[src/rtl/utils_pkg.sv]
// Shared types and constants for the SPI request arbiter.
package utils_pkg;

  // Arbiter transaction phases.
  typedef enum logic [1:0] {
    ST_IDLE    = 2'd0,
    ST_ISSUE   = 2'd1,
    ST_WAIT_RX = 2'd2,
    ST_RESP    = 2'd3
  } arb_state_t;

  // Every transaction moves exactly one byte through the SPI controller.
  localparam logic [1:0] TX_COUNT = 2'd1;

  // RX wait budget in clock cycles when the instantiating level does not override it.
  localparam int DEFAULT_TIMEOUT_CLKS = 255;

endpackage

[src/rtl/spi_rr_picker.sv]
// Round-robin next-grant selector: purely combinational. The search starts
// at the requester just after the last one granted and wraps around, so the
// last winner gets the lowest priority in the next round.
module spi_rr_picker #(
  parameter  int NUM_REQ = 4,
  localparam int IW      = $clog2(NUM_REQ)
) (
  input  logic [NUM_REQ-1:0] i_valid,
  input  logic [IW-1:0]      i_last_grant,
  output logic               o_found,
  output logic [IW-1:0]      o_grant
);

  logic [IW-1:0] w_idx;

  // Walk the requesters in rotated order and keep the first valid one.
  // NOTE: every variable gets a default before the loop and only blocking '='
  // is used here, so this stays pure combinational logic with no latches.
  always_comb begin
    o_found = 1'b0;
    o_grant = '0;
    w_idx   = i_last_grant;
    for (int k = 0; k < NUM_REQ; k++) begin
      if (w_idx == IW'(NUM_REQ - 1)) begin
        w_idx = '0;
      end else begin
        w_idx = w_idx + IW'(1);
      end
      if (!o_found && i_valid[w_idx]) begin
        o_found = 1'b1;
        o_grant = w_idx;
      end
    end
  end

endmodule

[src/rtl/spi_req_arbiter.sv]
// Shares one single-byte SPI controller between NUM_REQ requesters.
// A transaction is: grant (accept pulse) -> one TX strobe -> wait for the RX
// byte or a timeout -> one response pulse back to the granted requester.
// Every output comes straight from a flop.
module spi_req_arbiter
  import utils_pkg::*;
#(
  parameter  int NUM_REQ      = 4,
  parameter  int TIMEOUT_CLKS = DEFAULT_TIMEOUT_CLKS,
  localparam int IW           = $clog2(NUM_REQ)
) (
  input  logic                 i_Clk,
  input  logic                 i_Rst_L,
  input  logic [NUM_REQ-1:0]   i_Req_Valid,
  input  logic [8*NUM_REQ-1:0] i_Req_Byte,
  output logic [NUM_REQ-1:0]   o_Req_Ready,
  output logic [NUM_REQ-1:0]   o_Rsp_Valid,
  output logic [7:0]           o_Rsp_Byte,
  output logic                 o_Rsp_Err,
  output logic [1:0]           o_TX_Count,
  output logic [7:0]           o_TX_Byte,
  output logic                 o_TX_DV,
  input  logic                 i_TX_Ready,
  input  logic                 i_RX_DV,
  input  logic [7:0]           i_RX_Byte,
  output logic                 o_Busy,
  output logic [IW-1:0]        o_Grant_Id
);

  // Last timer value before the wait is abandoned.
  localparam logic [15:0] TIMER_LAST = 16'(TIMEOUT_CLKS - 1);

  // Registered state and outputs.
  arb_state_t           r_state;
  logic [IW-1:0]        r_last_grant;
  logic [IW-1:0]        r_grant_id;
  logic [NUM_REQ-1:0]   r_req_ready;
  logic [NUM_REQ-1:0]   r_rsp_valid;
  logic [7:0]           r_rsp_byte;
  logic                 r_rsp_err;
  logic [7:0]           r_tx_byte;
  logic                 r_tx_dv;
  logic                 r_busy;
  logic [15:0]          r_timer;

  // Next-cycle values produced by the decision logic.
  arb_state_t           w_nxt_state;
  logic [IW-1:0]        w_nxt_last_grant;
  logic [IW-1:0]        w_nxt_grant_id;
  logic [NUM_REQ-1:0]   w_nxt_req_ready;
  logic [NUM_REQ-1:0]   w_nxt_rsp_valid;
  logic [7:0]           w_nxt_rsp_byte;
  logic                 w_nxt_rsp_err;
  logic [7:0]           w_nxt_tx_byte;
  logic                 w_nxt_tx_dv;
  logic [15:0]          w_nxt_timer;

  // Round-robin candidate for the current cycle.
  logic                 w_pick_found;
  logic [IW-1:0]        w_pick_idx;
  logic [NUM_REQ-1:0]   w_pick_onehot;
  logic [NUM_REQ-1:0]   w_grant_onehot;
  logic [7:0]           w_pick_byte;

  spi_rr_picker #(
    .NUM_REQ (NUM_REQ)
  ) u_picker (
    .i_valid      (i_Req_Valid),
    .i_last_grant (r_last_grant),
    .o_found      (w_pick_found),
    .o_grant      (w_pick_idx)
  );

  assign w_pick_onehot  = NUM_REQ'(1) << w_pick_idx;
  assign w_grant_onehot = NUM_REQ'(1) << r_grant_id;
  assign w_pick_byte    = i_Req_Byte[{w_pick_idx, 3'b000} +: 8];

  // Next-state and next-output decisions; pulses default low, held values default to themselves.
  always_comb begin
    w_nxt_state      = r_state;
    w_nxt_last_grant = r_last_grant;
    w_nxt_grant_id   = r_grant_id;
    w_nxt_req_ready  = '0;
    w_nxt_rsp_valid  = '0;
    w_nxt_rsp_byte   = r_rsp_byte;
    w_nxt_rsp_err    = r_rsp_err;
    w_nxt_tx_byte    = r_tx_byte;
    w_nxt_tx_dv      = 1'b0;
    w_nxt_timer      = r_timer;

    case (r_state)
      ST_IDLE: begin
        // A busy controller blocks all grants; RX strobes are ignored here.
        if (i_TX_Ready && w_pick_found) begin
          w_nxt_state      = ST_ISSUE;
          w_nxt_req_ready  = w_pick_onehot;
          w_nxt_tx_byte    = w_pick_byte;
          w_nxt_grant_id   = w_pick_idx;
          w_nxt_last_grant = w_pick_idx;
        end
      end
      ST_ISSUE: begin
        w_nxt_tx_dv = 1'b1;
        w_nxt_timer = '0;
        w_nxt_state = ST_WAIT_RX;
      end
      ST_WAIT_RX: begin
        // RX data wins over a timeout landing in the same cycle.
        if (i_RX_DV) begin
          w_nxt_rsp_byte  = i_RX_Byte;
          w_nxt_rsp_err   = 1'b0;
          w_nxt_rsp_valid = w_grant_onehot;
          w_nxt_state     = ST_RESP;
        end else if (r_timer == TIMER_LAST) begin
          w_nxt_rsp_byte  = 8'h00;
          w_nxt_rsp_err   = 1'b1;
          w_nxt_rsp_valid = w_grant_onehot;
          w_nxt_state     = ST_RESP;
        end else begin
          w_nxt_timer = r_timer + 16'd1;
        end
      end
      ST_RESP: begin
        // The response pulse is on the outputs during this cycle.
        w_nxt_state = ST_IDLE;
      end
      default: begin
        w_nxt_state = ST_IDLE;
      end
    endcase
  end

  // State and output registers; reset aborts any transaction silently.
  // NOTE: sequential state uses non-blocking '<=' so every flop samples the
  // pre-edge values, and the asynchronous reset sits in the sensitivity list.
  always_ff @(posedge i_Clk or negedge i_Rst_L) begin
    if (!i_Rst_L) begin
      r_state      <= ST_IDLE;
      r_last_grant <= IW'(NUM_REQ - 1);
      r_grant_id   <= '0;
      r_req_ready  <= '0;
      r_rsp_valid  <= '0;
      r_rsp_byte   <= 8'h00;
      r_rsp_err    <= 1'b0;
      r_tx_byte    <= 8'h00;
      r_tx_dv      <= 1'b0;
      r_busy       <= 1'b0;
      r_timer      <= '0;
    end else begin
      r_state      <= w_nxt_state;
      r_last_grant <= w_nxt_last_grant;
      r_grant_id   <= w_nxt_grant_id;
      r_req_ready  <= w_nxt_req_ready;
      r_rsp_valid  <= w_nxt_rsp_valid;
      r_rsp_byte   <= w_nxt_rsp_byte;
      r_rsp_err    <= w_nxt_rsp_err;
      r_tx_byte    <= w_nxt_tx_byte;
      r_tx_dv      <= w_nxt_tx_dv;
      r_busy       <= (w_nxt_state != ST_IDLE);
      r_timer      <= w_nxt_timer;
    end
  end

  assign o_Req_Ready = r_req_ready;
  assign o_Rsp_Valid = r_rsp_valid;
  assign o_Rsp_Byte  = r_rsp_byte;
  assign o_Rsp_Err   = r_rsp_err;
  assign o_TX_Count  = TX_COUNT;
  assign o_TX_Byte   = r_tx_byte;
  assign o_TX_DV     = r_tx_dv;
  assign o_Busy      = r_busy;
  assign o_Grant_Id  = r_grant_id;

endmodule

[config.mk]
export PLATFORM = sky130hd
export DESIGN_NAME = spi_req_arbiter
export DESIGN_NICKNAME = d
export VERILOG_FILES = /design/src/rtl/utils_pkg.sv /design/src/rtl/spi_rr_picker.sv /design/src/rtl/spi_req_arbiter.sv
export SDC_FILE = /design/constraint.sdc
export NUM_CORES = 1
export LEC_CHECK = 0
export ABC_CLOCK_PERIOD_IN_PS = 2380
export CORE_AREA = 2 2 76 78
export DETAILED_ROUTE_END_ITERATION = 7
export DIE_AREA = 0 0 78 80
export GPL_TIMING_DRIVEN = 0
export PLACE_DENSITY = 0.8
export REMOVE_ABC_BUFFERS = 1
export SLEW_MARGIN = 20
export SYNTH_ARGS = -nofsm -noshare
export SYNTH_HDL_FRONTEND = slang
export SYNTH_SLANG_ARGS = --single-unit
[constraint.sdc]
create_clock -name i_Clk -period 2.38 [get_ports i_Clk]
set_input_delay 0.595 -clock i_Clk [delete_from_list [all_inputs] [get_ports i_Clk]]
set_output_delay 0.595 -clock i_Clk [all_outputs]
set_load 0.05 [all_outputs]
* Word level (Yosys, flattened, before mapping) *
Cells that the tools add are included.

word-level totals
  input bits = 48
  flip-flop bits (word level) = 49
  logic and storage cells = 84
  output and inout port bits = 31

operators by class
  mux-type cells = 37
  $lt $le $gt $ge = 4
  reductions and logical operators = 14
  shift operators = 3
  $add $sub $neg = 5
  equality and inequality tests = 10

operators with widths
  operator                                                    count
  2-to-1 mux 16 bit                                           2
  case mux 16 bit (2 select lines)                            1
  variable part select 32 x 6 -> 8 bit                        1
  2-to-1 mux 2 bit                                            11
  2-to-1 mux 4 bit                                            5
  adder 16 x 1 -> 16 bit, second input constant               1
  == test 16 x 8 -> 1 bit, second input constant              1
  2-to-1 mux 8 bit                                            2
  == test 2 bit, second input constant                        6
  less-than comparator 2 x 3 -> 1 bit, second input constant  4
  2-to-1 mux 1 bit                                            11
  adder 2 x 1 -> 2 bit, second input constant                 4
  binary-select mux 1 bit (select 2 bit)                      4
  case mux 2 bit (4 select lines)                             1
  << shifter 1 x 2 -> 4 bit, first input constant             2
  nonzero test 2 bit                                          3
  logical AND 1 bit                                           4
  != test 2 bit, second input constant                        2
  AND reduction 2 bit                                         2
  zero test 1 bit                                             3
  AND reduction 3 bit                                         1
  == test 2 x 1 -> 1 bit, second input constant               1
  zero test 2 bit                                             1

* Logic depth before layout (Yosys ltp) *
Gate-level depths: netlist (run 1).

  depth after elaboration = 18
  mapped depth = 8
  mapped depth without buffers = 7

* Cells and area by module *
From an unflattened synthesis (run 1), not the netlist that was laid out.

unflattened totals
  cell total of the unflattened synthesis = 225
  area total of the unflattened synthesis = 2478.6 sq um

by module, submodules not included
  module           area each (sq um)  seq. area each (sq um)  cells an instance  times used
  spi_req_arbiter  2371.0             1228.7                  210                1
  spi_rr_picker    107.6              0.0                     15                 1

* Least setup slack after synthesis (run 1) *
Ideal clock, no wire load.

  kind = register to register
  from = reg r_last_grant[0]
  to = reg r_tx_byte[0] (netlist: o_TX_Byte[0])
  library setup time = 0.138 ns
  buffers on the path = 2
  slack = 0.291 ns
  clock period less this slack = 2.089 ns
  cell stages (with the launch flop) = 8
  arrival time = 1.951 ns
  required time = 2.242 ns
  cell sequence = dfstp_2 -> ha_1 -> or2_2 -> clkbuf_1 -> nand3_1 -> buf_4 -> mux2i_1 -> a211oi_1

between the ends
  cells in the longest elaborated chain, start to end = 16
  elaborated cells between the ends (all ways) = 37
  those cells by class = add/sub: 4; eq/ne: 4; shift: 1; mux: 20; reduce/logical: 8

RTL lines
  element                                                                        line                                      text
  start, declared                                                                spi_req_arbiter.sv:35                     logic [IW-1:0] r_last_grant;
  start signal, assigned                                                         spi_req_arbiter.sv:139                    r_last_grant <= IW'(NUM_REQ - 1);
  start signal, assigned                                                         spi_req_arbiter.sv:151                    r_last_grant <= w_nxt_last_grant;
  adder 2 x 1 -> 2 bit / == test 2 bit (equally long branches)                   spi_rr_picker.sv:27, spi_rr_picker.sv:24
  2-to-1 mux 2 bit *                                                             spi_rr_picker.sv:24                       if (w_idx == IW'(NUM_REQ - 1)) begin
  parallel branches: the longest is 14 deep, another holds adder 2 x 1 -> 2 bit  --
  end signal, assigned                                                           spi_req_arbiter.sv:157                    r_tx_byte <= w_nxt_tx_byte;
  end, declared                                                                  spi_req_arbiter.sv:41                     logic [7:0] r_tx_byte;

Mark *: on every way between the ends. The select of a mux whose other input is x is not followed.
A chain may end at the register's enable or synchronous reset.

* Final worst setup path (run 1) *
  from = reg r_timer[13]
  to = reg r_timer[8]

between the ends
  cells in the longest elaborated chain, start to end = 3

RTL lines
  element                               line                    text
  start, declared                       spi_req_arbiter.sv:44   logic [15:0] r_timer;
  start signal, assigned                spi_req_arbiter.sv:160  r_timer <= w_nxt_timer;
  == test 16 x 8 -> 1 bit               spi_req_arbiter.sv:114  end else if (r_timer == TIMER_LAST) begin
  != test 2 bit (no source line)        --
  AND reduction 3 bit (no source line)  --

Every way passes these cells.

==> results of run 1 <==
[metal layers]
metal | share of wire (%) | routed length [um] | vias to the layer above
li1 | - | - | 983
met1 | 42 | 2370 | 999
met2 | 50 | 2810 | 80
met3 | 7.2 | 407 | 9
met4 | 1.5 | 85 | 0
met5 | 0 | 0 | -
[cells in the final DEF, fill, tap and decap left out, types with 4 or more instances in the layout]
cell type        Yosys  routed
and3_1              14      14
ha_1                 6       6
nand2_1             13      13
nand3_1              6       5
inv_1                5       5
mux2i_1              8       8
a22o_1               9       9
dfrtp_1             47      47
a21oi_1              7       6
xor2_1              12      12
nand4_1              7       7
clkdlybuf4s50_1      0      75
nor2_1              31      31
a211oi_1             8       8
a221oi_1             8       8
clkbuf_8             0       5
nor3_1               4       4
[area by class of cell]
class                      instances  area [um2]
clock buffer                       5        68.8
sequential                        49        1230
timing repair buffer              77         776
multi-input combinational        170        1170
fill                             465        2040
clock inverter                     3        21.3
tap                               72        90.1
inverter                           5        18.8
[power by group]
group	internal [mW]	total (mW)	leakage, nW	switching [mW]
sequential	1.09	1.24	0.627	0.157
clock	0.209	0.498	0.0445	0.289
combinational	0.738	2.03	0.821	1.29
[path summary, 6_finish.rpt]
path                                             start                          end  slack, ps
max reg2reg                    r_timer[13]$_DFFE_PN0P_       r_timer[8]$_DFFE_PN0P_        190
min                                            i_Rst_L       r_timer[3]$_DFFE_PN0P_        210
max in group asynchronous                      i_Rst_L  r_last_grant[0]$_DFFE_PN1P_       1600
min in group i_Clk         r_last_grant[1]$_DFFE_PN1P_  r_last_grant[1]$_DFFE_PN1P_        470
min reg2reg                r_last_grant[1]$_DFFE_PN1P_  r_last_grant[1]$_DFFE_PN1P_        470
max                            r_timer[13]$_DFFE_PN0P_       r_timer[8]$_DFFE_PN0P_        190
[per-stage QoR]
step	cells	setup WS [ps]
floorplan	224	216
global placement	372	-662
detailed placement	373	-609
CTS	381	68.9
global route	381	8.92
finish	381	185
[worst max-delay path, cell delays in order (launching register included)]
cell and delay [ps]:
dfrtp_1 410, or4_4 570, or4_4 640, and3_1 220, xnor2_1 140, nor2_1 60
[sequential cells by signal, indices dropped and copies added, names as in the netlist, 2 cells and up]
register / cells
o_Grant_Id: 2
o_TX_Byte: 8
o_Rsp_Byte: 8
o_Req_Ready: 4
o_Rsp_Valid: 4
r_state: 2
r_last_grant: 2
r_timer: 16
[cells by family (layout without fill, tap and decap cells)]
kind of cell	Yosys count	count (layout)	synth area share (%)
AOI/OAI and AO/OA	42	42	12.7
xor gates and xnor gates	14	14	5.03
adders and majority gates	6	6	3.08
buffers and inverters	17	90	3.44
DFF	49	49	50.4
muxes	8	8	3.28
other	2	2	0.308
and+or+nand+nor	98	98	21.8
[what timing repair did]
action	4_1_cts	5_1_grt
resized for setup	3	4
pin swaps	0	0
endpoints found under the setup margin	19	9
[cells in the mapped netlist (7+ instances only)]
| cell | instances |
|---|---|
| dfrtp_1 | 47 |
| nor2_1 | 31 |
| and3_1 | 14 |
| nand2_1 | 13 |
| xor2_1 | 12 |
| a22o_1 | 9 |
| a211oi_1 | 8 |
| a221oi_1 | 8 |
| mux2i_1 | 8 |
| a21oi_1 | 7 |
| nand4_1 | 7 |
==> run metrics, run 1 <==
cell area after synthesis 0.00244 mm2; RSZ-0062 raised after global routing no; area grow syn2layout 38.2%; period utilization between 90% and 100%; Worst Max-Slew Pin Slew between 900 and 1000 ps; Die ar. around 0.0062 mm2; clk root buf clkbuf_8; Routed Antenna Nets 0; Reg clk slew, reported paths roughly 90 ps; final slew viol count 0; Hold Path Class input pin to asynchronous set/reset pin; DRT iter0 DRCs roughly 140; Total GRT Usage 19.1%; Syn Area/Cell between 10 and 15 um2; sequential area share after synthesis about half; Setup crit end kind flip-flop; minimum clock period about 2200 ps; largest net degree at the start of global routing 34; H-tree levels 2; CTS Hold Buffers Added 0; clock buffer depth 2; WL/cell around 15 um; GRT busiest layer met2; setup TNS 0 ps; # IOs a little under 80; Die Y approximately 80 um; Synth Instances roughly 240; Leakage roughly 1.5 nW; GR Util met3 under 10%; met1 usage roughly 25%; first-pass GRT wire length about 9.5 mm; largest cells by area after synthesis dfrtp_1, nor2_1, xor2_1; Pre-Repair DR Iteration Count 4; Primary FF master, synth dfrtp_1; Pwr Density 1120 mW/mm2; Post-Route WL roughly 5.7 mm; post-DP HPWL around 4.1 mm; total setup buffers inserted after CTS 0; clock sink total between 40 and 50; placed cell area roughly 0.0032 mm2; yosys warns 0; Clk Latency, worst-skew pair 300 ps; worst hold slack between 200 and 250 ps; EDFF count, synth 0; fin nets between 300 and 400; total number of vias roughly 2100; # setup viols final 0; Final Hold Vio Count 0; WP data arrival 2350 ps; max-cap violations 0; Core Area 0.00541 mm2; starting density of the core approximately 45%; largest area contributor in the netlist dfrtp_1; crit path max fanout 13; Synth cell types 46; status finished clean; WS Path Type flip-flop to flip-flop; share of layout cells above drive strength 1 7.44%; relative slew slack between 30% and 40%; DRC Markers 0; clock skew 5.47 ps; antenna fix cells 0; Req. time, crit path approximately 2500 ps; Die X 78 um; IR drop worst, VDD between 0.6 and 0.7 mV; worst reg-to-reg path cell count 5; gr ovfl total 0; row cnt 27; Final Power between 3 and 4 mW; Synth Register Bits approximately 50; fmax ~460 MHz; Buffers on Ports 76; TritonCTS buffer count 5; async set-reset flop share out of synthesis 100%; antenna violations before repair 0; met2 Track Usage GR 31.5%; fin area between 0.003 and 0.004 mm2; Synth top area share just under 50%; critical path launch point type flip-flop; utilization after layout just over 60%; via count of the first global-routing pass 2062; TritonCTS clock tree built; final RePlAce weighted congestion between 0.8 and 0.9; vias per cell 5.44
Power figures use the tool's default switching activity.
==> inputs of run 2 (changes only) <==
--- a/config.mk
+++ b/config.mk
@@ -12,6 +12,7 @@
 export GPL_TIMING_DRIVEN = 0
 export PLACE_DENSITY = 0.8
 export REMOVE_ABC_BUFFERS = 1
+export SETUP_SLACK_MARGIN = 0.15
 export SLEW_MARGIN = 20
 export SYNTH_ARGS = -nofsm -noshare
 export SYNTH_HDL_FRONTEND = slang
==> run 2 against run 1 <==
  * Largest cell class unchanged
  * Register-to-register slack gained 20 ps
  * Hold slack gained 0.52 ps
  * Wire length grew 1.2%
  * Sequential power is essentially flat
  * Critical endpoint unchanged
==> run metrics, run 2 (same netlist as run 1, synthesis figures left out) <==
status finished clean; FF+latch area 0.00123 mm2 (unchanged); Largest Register r_timer; WP data arrival 2330 ps (-20 ps); Total GRT Usage 19.3% (+0.17 points); share of layout cells above drive strength 1 9.65% (+2.2 points); WL/cell 15.0 um (+0.64%); Setup crit end kind flip-flop; area grow syn2layout 40.2%; critical path launch point type flip-flop; Final WS setup 204 ps (+19.1 ps); period utilization 91.4% (-0.80 points); final slew viol count 0 (unchanged); worst slack, placed -609 ps (unchanged); fill cell count 463 (-0.43%); Routed Antenna Nets 0 (unchanged); # setup viols final 0 (unchanged); total number of vias 2066 (-0.24%); TritonCTS buffer count 5 (unchanged); clk root buf clkbuf_8; Finished Layout Cells 383 (+0.52%); Leakage 1.54 nW (+2.9%); Multi-input gate area 0.00120 mm2 (+2.6%); clock buffer depth 2 (unchanged); clock sink total 49 (unchanged); clock skew 7.42 ps (+1.95 ps); setup TNS 0 ps (unchanged); final RePlAce weighted congestion 0.825 (unchanged); Reg clk slew, reported paths 90 ps (about the same); via count of the first global-routing pass 2092 (+1.5%); DRT iter0 DRCs 139 (+1.5%); Pre-Repair DR Iteration Count 4 (unchanged); Req. time, crit path 2530 ps (about the same); most frequent cells in the layout clkdlybuf4s50_1, dfrtp_1, nor2_1; vias per cell 5.39 (-0.76%); DP Cell Count 373 (unchanged); Hold Path Class input pin to asynchronous set/reset pin; row cnt 27 (unchanged); Pwr Density 1120 mW/mm2 (about the same); TritonCTS clock tree built; Clk Latency, worst-skew pair 300 ps (about the same); antenna fix cells 0 (unchanged); register-to-register setup slack 200 ps (+20 ps); IR drop worst, VDD 0.724 mV (+5.7%); most common cell after layout, fill and taps aside clkdlybuf4s50_1; DRC Markers 0 (unchanged); # IOs 79 (unchanged); fin nets 364 (+0.55%); WS Path Type flip-flop to flip-flop; Final Hold Vio Count 0 (unchanged); CTS Hold Buffers Added 0 (unchanged); post-DP HPWL 4.12 mm (unchanged); Die ar. 0.00624 mm2 (unchanged); Reg-to-Reg End r_timer[8]$_DFFE_PN0P_; gr ovfl total 0 (unchanged); fmax 460 MHz (+0.88%); worst reg-to-reg path cell count 5 (unchanged); antenna violations before repair 0 (unchanged); minimum clock period 2180 ps (-19.1 ps); crit path max fanout 13 (unchanged); max reg flops 16 (unchanged); starting density of the core 45.1% (unchanged); largest net degree at the start of global routing 34 (unchanged); max-cap violations 0 (unchanged); RSZ-0062 raised after global routing yes; H-tree levels 2 (unchanged); Core Area 0.00541 mm2 (unchanged); Worst Max-Slew Pin Slew 981 ps (+6.40 ps); R2R Path Start r_timer[13]$_DFFE_PN0P_; Post-Route WL 5.73 mm (+1.2%); relative slew slack 34.4% (-0.43 points); first-pass GRT wire length 9.60 mm (+0.94%); Die Y 80 um (unchanged); Die X 78 um (unchanged); Buffers on Ports 76 (unchanged)
-- run 2: cell count changes in the layout (fill, tap and decap cells not counted), sizes merged --
cell / previous run / this run
buf: 2 / 4
clkdlybuf4s50: 75 / 73
dlymetal6s2s: 0 / 2
-- run 2: worst max path at each step --
stage	slack [ps]	end	start
after detailed placement	-610	o_TX_Byte[4]$_DFFE_PN0P_	i_Req_Valid[0]
final	200	r_timer[8]$_DFFE_PN0P_	r_timer[13]$_DFFE_PN0P_
after global routing	130	r_timer[8]$_DFFE_PN0P_	r_timer[13]$_DFFE_PN0P_
after global placement	-660	o_TX_Byte[3]$_DFFE_PN0P_	i_Rst_L
after CTS	180	o_Grant_Id[0]	o_Grant_Id[0]$_DFFE_PN0P_
after floorplan	220	o_TX_Byte[0]$_DFFE_PN0P_	r_last_grant[0]$_DFFE_PN1P_
-- run 2: repair_timing --
item | CTS | global route
endpoints found under the setup margin | 22 | 13
setup buffers | 0 | 2
pin swaps | 0 | 4
resized for setup | 7 | 9
-- run 2: power by group --
part / total, mW / switching, mW / internal, mW
Clock: 0.496 / 0.287 / 0.209
Combinational: 2.09 / 1.32 / 0.767
Sequential: 1.24 / 0.156 / 1.09
Total: 3.83 / 1.77 / 2.06
-- run 2: area by class of cell --
type                       instances  area share [%]
tap                               72            2.63
inverter                           5           0.549
clock inverter                     3           0.622
timing repair buffer              79            23.3
sequential                        49            35.9
multi-input combinational        170            35.0
clock buffer                       5            2.01
-- run 2: layer usage --
layer  track usage, %  wire length (um)  up-vias
li1                 -                 -      990
met1             24.9              2460     1007
met2             31.6              2870       62
met3             5.20               340        7
met4             6.49                61        0
met5                0                 0        -
-- run 2: critical path, cell delays in order (launching register included) --
cell and delay, ps:
dfrtp_1 420, or4_4 570, or4_4 620, and3_1 220, xnor2_1 140, nor2_1 60
-- run 2: per-stage QoR --
stage / cell area, um2 / utilization, % / hold WS (ps) / total power [mW]
final: 3420 / 63.3 / 206 / 3.83
after global routing: 3420 / 63.3 / 229 / 4.06
after CTS: 3370 / 62.3 / 218 / 3.79
after detailed placement: 3240 / 59.9 / 455 / 3.25
after global placement: 3220 / 59.7 / 453 / 3.21
after floorplan: 2370 / - / 299 / 2.57
==> inputs of run 3 (changes only) <==
--- a/config.mk
+++ b/config.mk
@@ -6,11 +6,11 @@
 export NUM_CORES = 1
 export LEC_CHECK = 0
 export ABC_CLOCK_PERIOD_IN_PS = 2380
-export CORE_AREA = 2 2 76 78
+export CORE_AREA = 2 2 80 75
 export DETAILED_ROUTE_END_ITERATION = 7
-export DIE_AREA = 0 0 78 80
+export DIE_AREA = 0 0 82 77
 export GPL_TIMING_DRIVEN = 0
-export PLACE_DENSITY = 0.8
+export PLACE_DENSITY = 0.79
 export REMOVE_ABC_BUFFERS = 1
 export SETUP_SLACK_MARGIN = 0.15
 export SLEW_MARGIN = 20
==> run 3 against run 2 <==
  * Non-clock buffer count rose by 1
  * Wire length is 5.3% higher
  * Largest cell class is now multi-input combinational cells
  * First-iteration DRC count increased by 10%
  * Sequential cell count unchanged
  * Cell count did not move
  * Worst setup slack barely moved
  * Largest power group unchanged
  * Clock skew is 1.1 ps lower
  * Clock-buffer cell count increased by 2
  * Sequential power about the same
  * Cell area increased by 2.2%
  * Die area grew 1.2%
  * Critical endpoint is now o_Grant_Id[1]
  * Sequential share of layout area fell by 0.77 points
==> run metrics, run 3 (same netlist as run 1, synthesis figures left out) <==
Largest Register r_timer; total number of vias 2106 (+1.9%); Buffers on Ports 76 (unchanged); # IOs 79 (unchanged); Critical Path Max Stage Delay 840 ps (+220 ps); FF+latch area 0.00123 mm2 (unchanged); Req. time, crit path 1780 ps (-750 ps); antenna violations before repair 0 (unchanged); max reg flops 16 (unchanged); clock sink total 49 (unchanged); fill cell count 435 (-6.0%); clock buffer depth 2 (unchanged); IR drop worst, VDD 0.693 mV (-4.3%); WL/cell 15.8 um (+5.3%); setup TNS 0 ps (unchanged); Pre-Repair DR Iteration Count 4 (unchanged); H-tree levels 2 (unchanged); switching pwr 1.81 mW (+2.6%); Worst Max-Slew Pin Slew 919 ps (-62.9 ps); switching fraction of total power 45.0% (-1.2 points); row cnt 26 (-3.7%); WP data arrival 1580 ps (-750 ps); gr ovfl total 0 (unchanged); CP Cell Sequence clkdlybuf4s50_1; Final Hold Vio Count 0 (unchanged); Post-Route WL 6.04 mm (+5.3%); antenna fix cells 0 (unchanged); minimum clock period 2180 ps (+0.106 ps); Reg-to-Reg End r_timer[1]$_DFFE_PN0P_; RSZ-0062 raised after global routing yes; Core Area 0.00547 mm2 (+1.1%); CTS Hold Buffers Added 0 (unchanged); Slowest-stage cell, CP clkdlybuf4s50_1; Final Power 4.03 mW (+5.3%); relative slew slack 38.6% (+4.2 points); most frequent cells in the layout clkdlybuf4s50_1, dfrtp_1, nor2_1; Reg clk slew, reported paths 90 ps (about the same); most common cell after layout, fill and taps aside clkdlybuf4s50_1; CP endpoint o_Grant_Id[1]; Die ar. 0.00631 mm2 (+1.2%); Setup crit end kind output port; Die Y 77 um (-3.8%); fin nets 366 (+0.55%); CP Buf/Inv Count 1 (+1); Leakage 1.56 nW (+1.7%); WS Path Type flip-flop to output port; worst hold slack 330 ps (+124 ps); register-to-register setup slack 210 ps (about the same); fmax 460 MHz (about the same); Clk Latency, worst-skew pair 300 ps (about the same); starting density of the core 44.6% (-0.50 points); status finished clean; share of layout cells above drive strength 1 11.5% (+1.9 points); area grow syn2layout 43.3%; cell depth of the worst setup path 1 (-4); final RePlAce weighted congestion 0.847 (+2.6%); clock skew 6.27 ps (-1.15 ps); worst reg-to-reg path cell count 5 (unchanged); Total GRT Usage 19.5% (+0.22 points); DRT iter0 DRCs 153 (+10%); Combinational Power Share 53.5% (-1.1 points); Pwr Density 1150 mW/mm2 (+3.0%); first-pass GRT wire length 9.60 mm (unchanged); crit path max fanout 6 (-7); Critical path origin o_Grant_Id[1]$_DFFE_PN0P_; fin area 0.00349 mm2 (+2.2%); Routed Antenna Nets 0 (unchanged); CP top delay family buffers and inverters; largest net degree at the start of global routing 30 (-12%); final slew viol count 0 (unchanged); period utilization 91.4% (about the same); Multi-input gate area 0.00123 mm2 (+3.2%); Hold Path Class input pin to asynchronous set/reset pin; TritonCTS buffer count 5 (unchanged); via count of the first global-routing pass 2065 (-1.3%); critical path launch point type flip-flop; TritonCTS clock tree built; P_int 2.22 mW (+7.5%); max-cap violations 0 (unchanged); R2R Path Start r_timer[13]$_DFFE_PN0P_; placed cell area 0.00324 mm2 (+0.15%); # setup viols final 0 (unchanged); Die X 82 um (+5.1%); sequential share of power 31.2% (-1.2 points); vias per cell 5.50 (+1.9%); clk root buf clkbuf_8; post-DP HPWL 4.23 mm (+2.8%); DRC Markers 0 (unchanged); Clk pwr share 15.3% (+2.4 points)
[run 3: per-stage QoR]
step | setup WS (ps) | utilization, % | instances
finish | 204 | 63.9 | 383
global route | 95.6 | 63.9 | 383
CTS | 142 | 62.2 | 379
detailed placement | -604 | 59.4 | 371
global placement | -624 | 59.0 | 370
floorplan | 216 | - | 224
[run 3: metal layers]
layer / part of all wire, % / track usage (%) / wire, um / vias to the layer above
li1: - / - / - / 1005
met1: 43 / 25.9 / 2590 / 1009
met2: 48 / 31.3 / 2890 / 81
met3: 6.7 / 5.88 / 403 / 11
met4: 2.4 / 4.17 / 147 / 0
met5: 0 / 0 / 0 / -
[run 3: power by group through the flow]
stage	combinational [mW]	clock (mW)	sequential (mW)
after global placement	1.96	0	1.25
after global routing	2.31	0.668	1.29
after detailed placement	2.00	0	1.26
after floorplan	0.701	0	1.87
final	2.16	0.618	1.26
after CTS	2.04	0.624	1.25
[run 3: worst min-delay path by stage]
stage / startpoint / end / depth (start not counted)
2_1_floorplan: i_Rst_L / o_Busy$_DFF_PN0_ / 0
3_3_place_gp: r_last_grant[1]$_DFFE_PN1P_ / r_last_grant[1]$_DFFE_PN1P_ / 2
3_5_place_dp: r_last_grant[1]$_DFFE_PN1P_ / r_last_grant[1]$_DFFE_PN1P_ / 2
4_1_cts: i_Rst_L / r_timer[14]$_DFFE_PN0P_ / 1
5_1_grt: i_Rst_L / r_timer[7]$_DFFE_PN0P_ / 1
6_report: i_Rst_L / r_timer[3]$_DFFE_PN0P_ / 1
[run 3: layout make-up]
class | instances | area share (%)
clock buffers | 7 | 2.47
repair buffers | 80 | 23.1
well taps | 70 | 2.51
flip-flops and latches | 49 | 35.2
clock inverters | 1 | 0.859
inverters | 5 | 0.537
multi-input cells | 171 | 35.3
[run 3: repair_timing]
item | 4_1_cts | 5_1_grt
setup buffers | 0 | 3
pin swaps | 0 | 3
gates cloned | 0 | 1
resized for setup | 6 | 13
endpoints found under the setup margin | 22 | 19
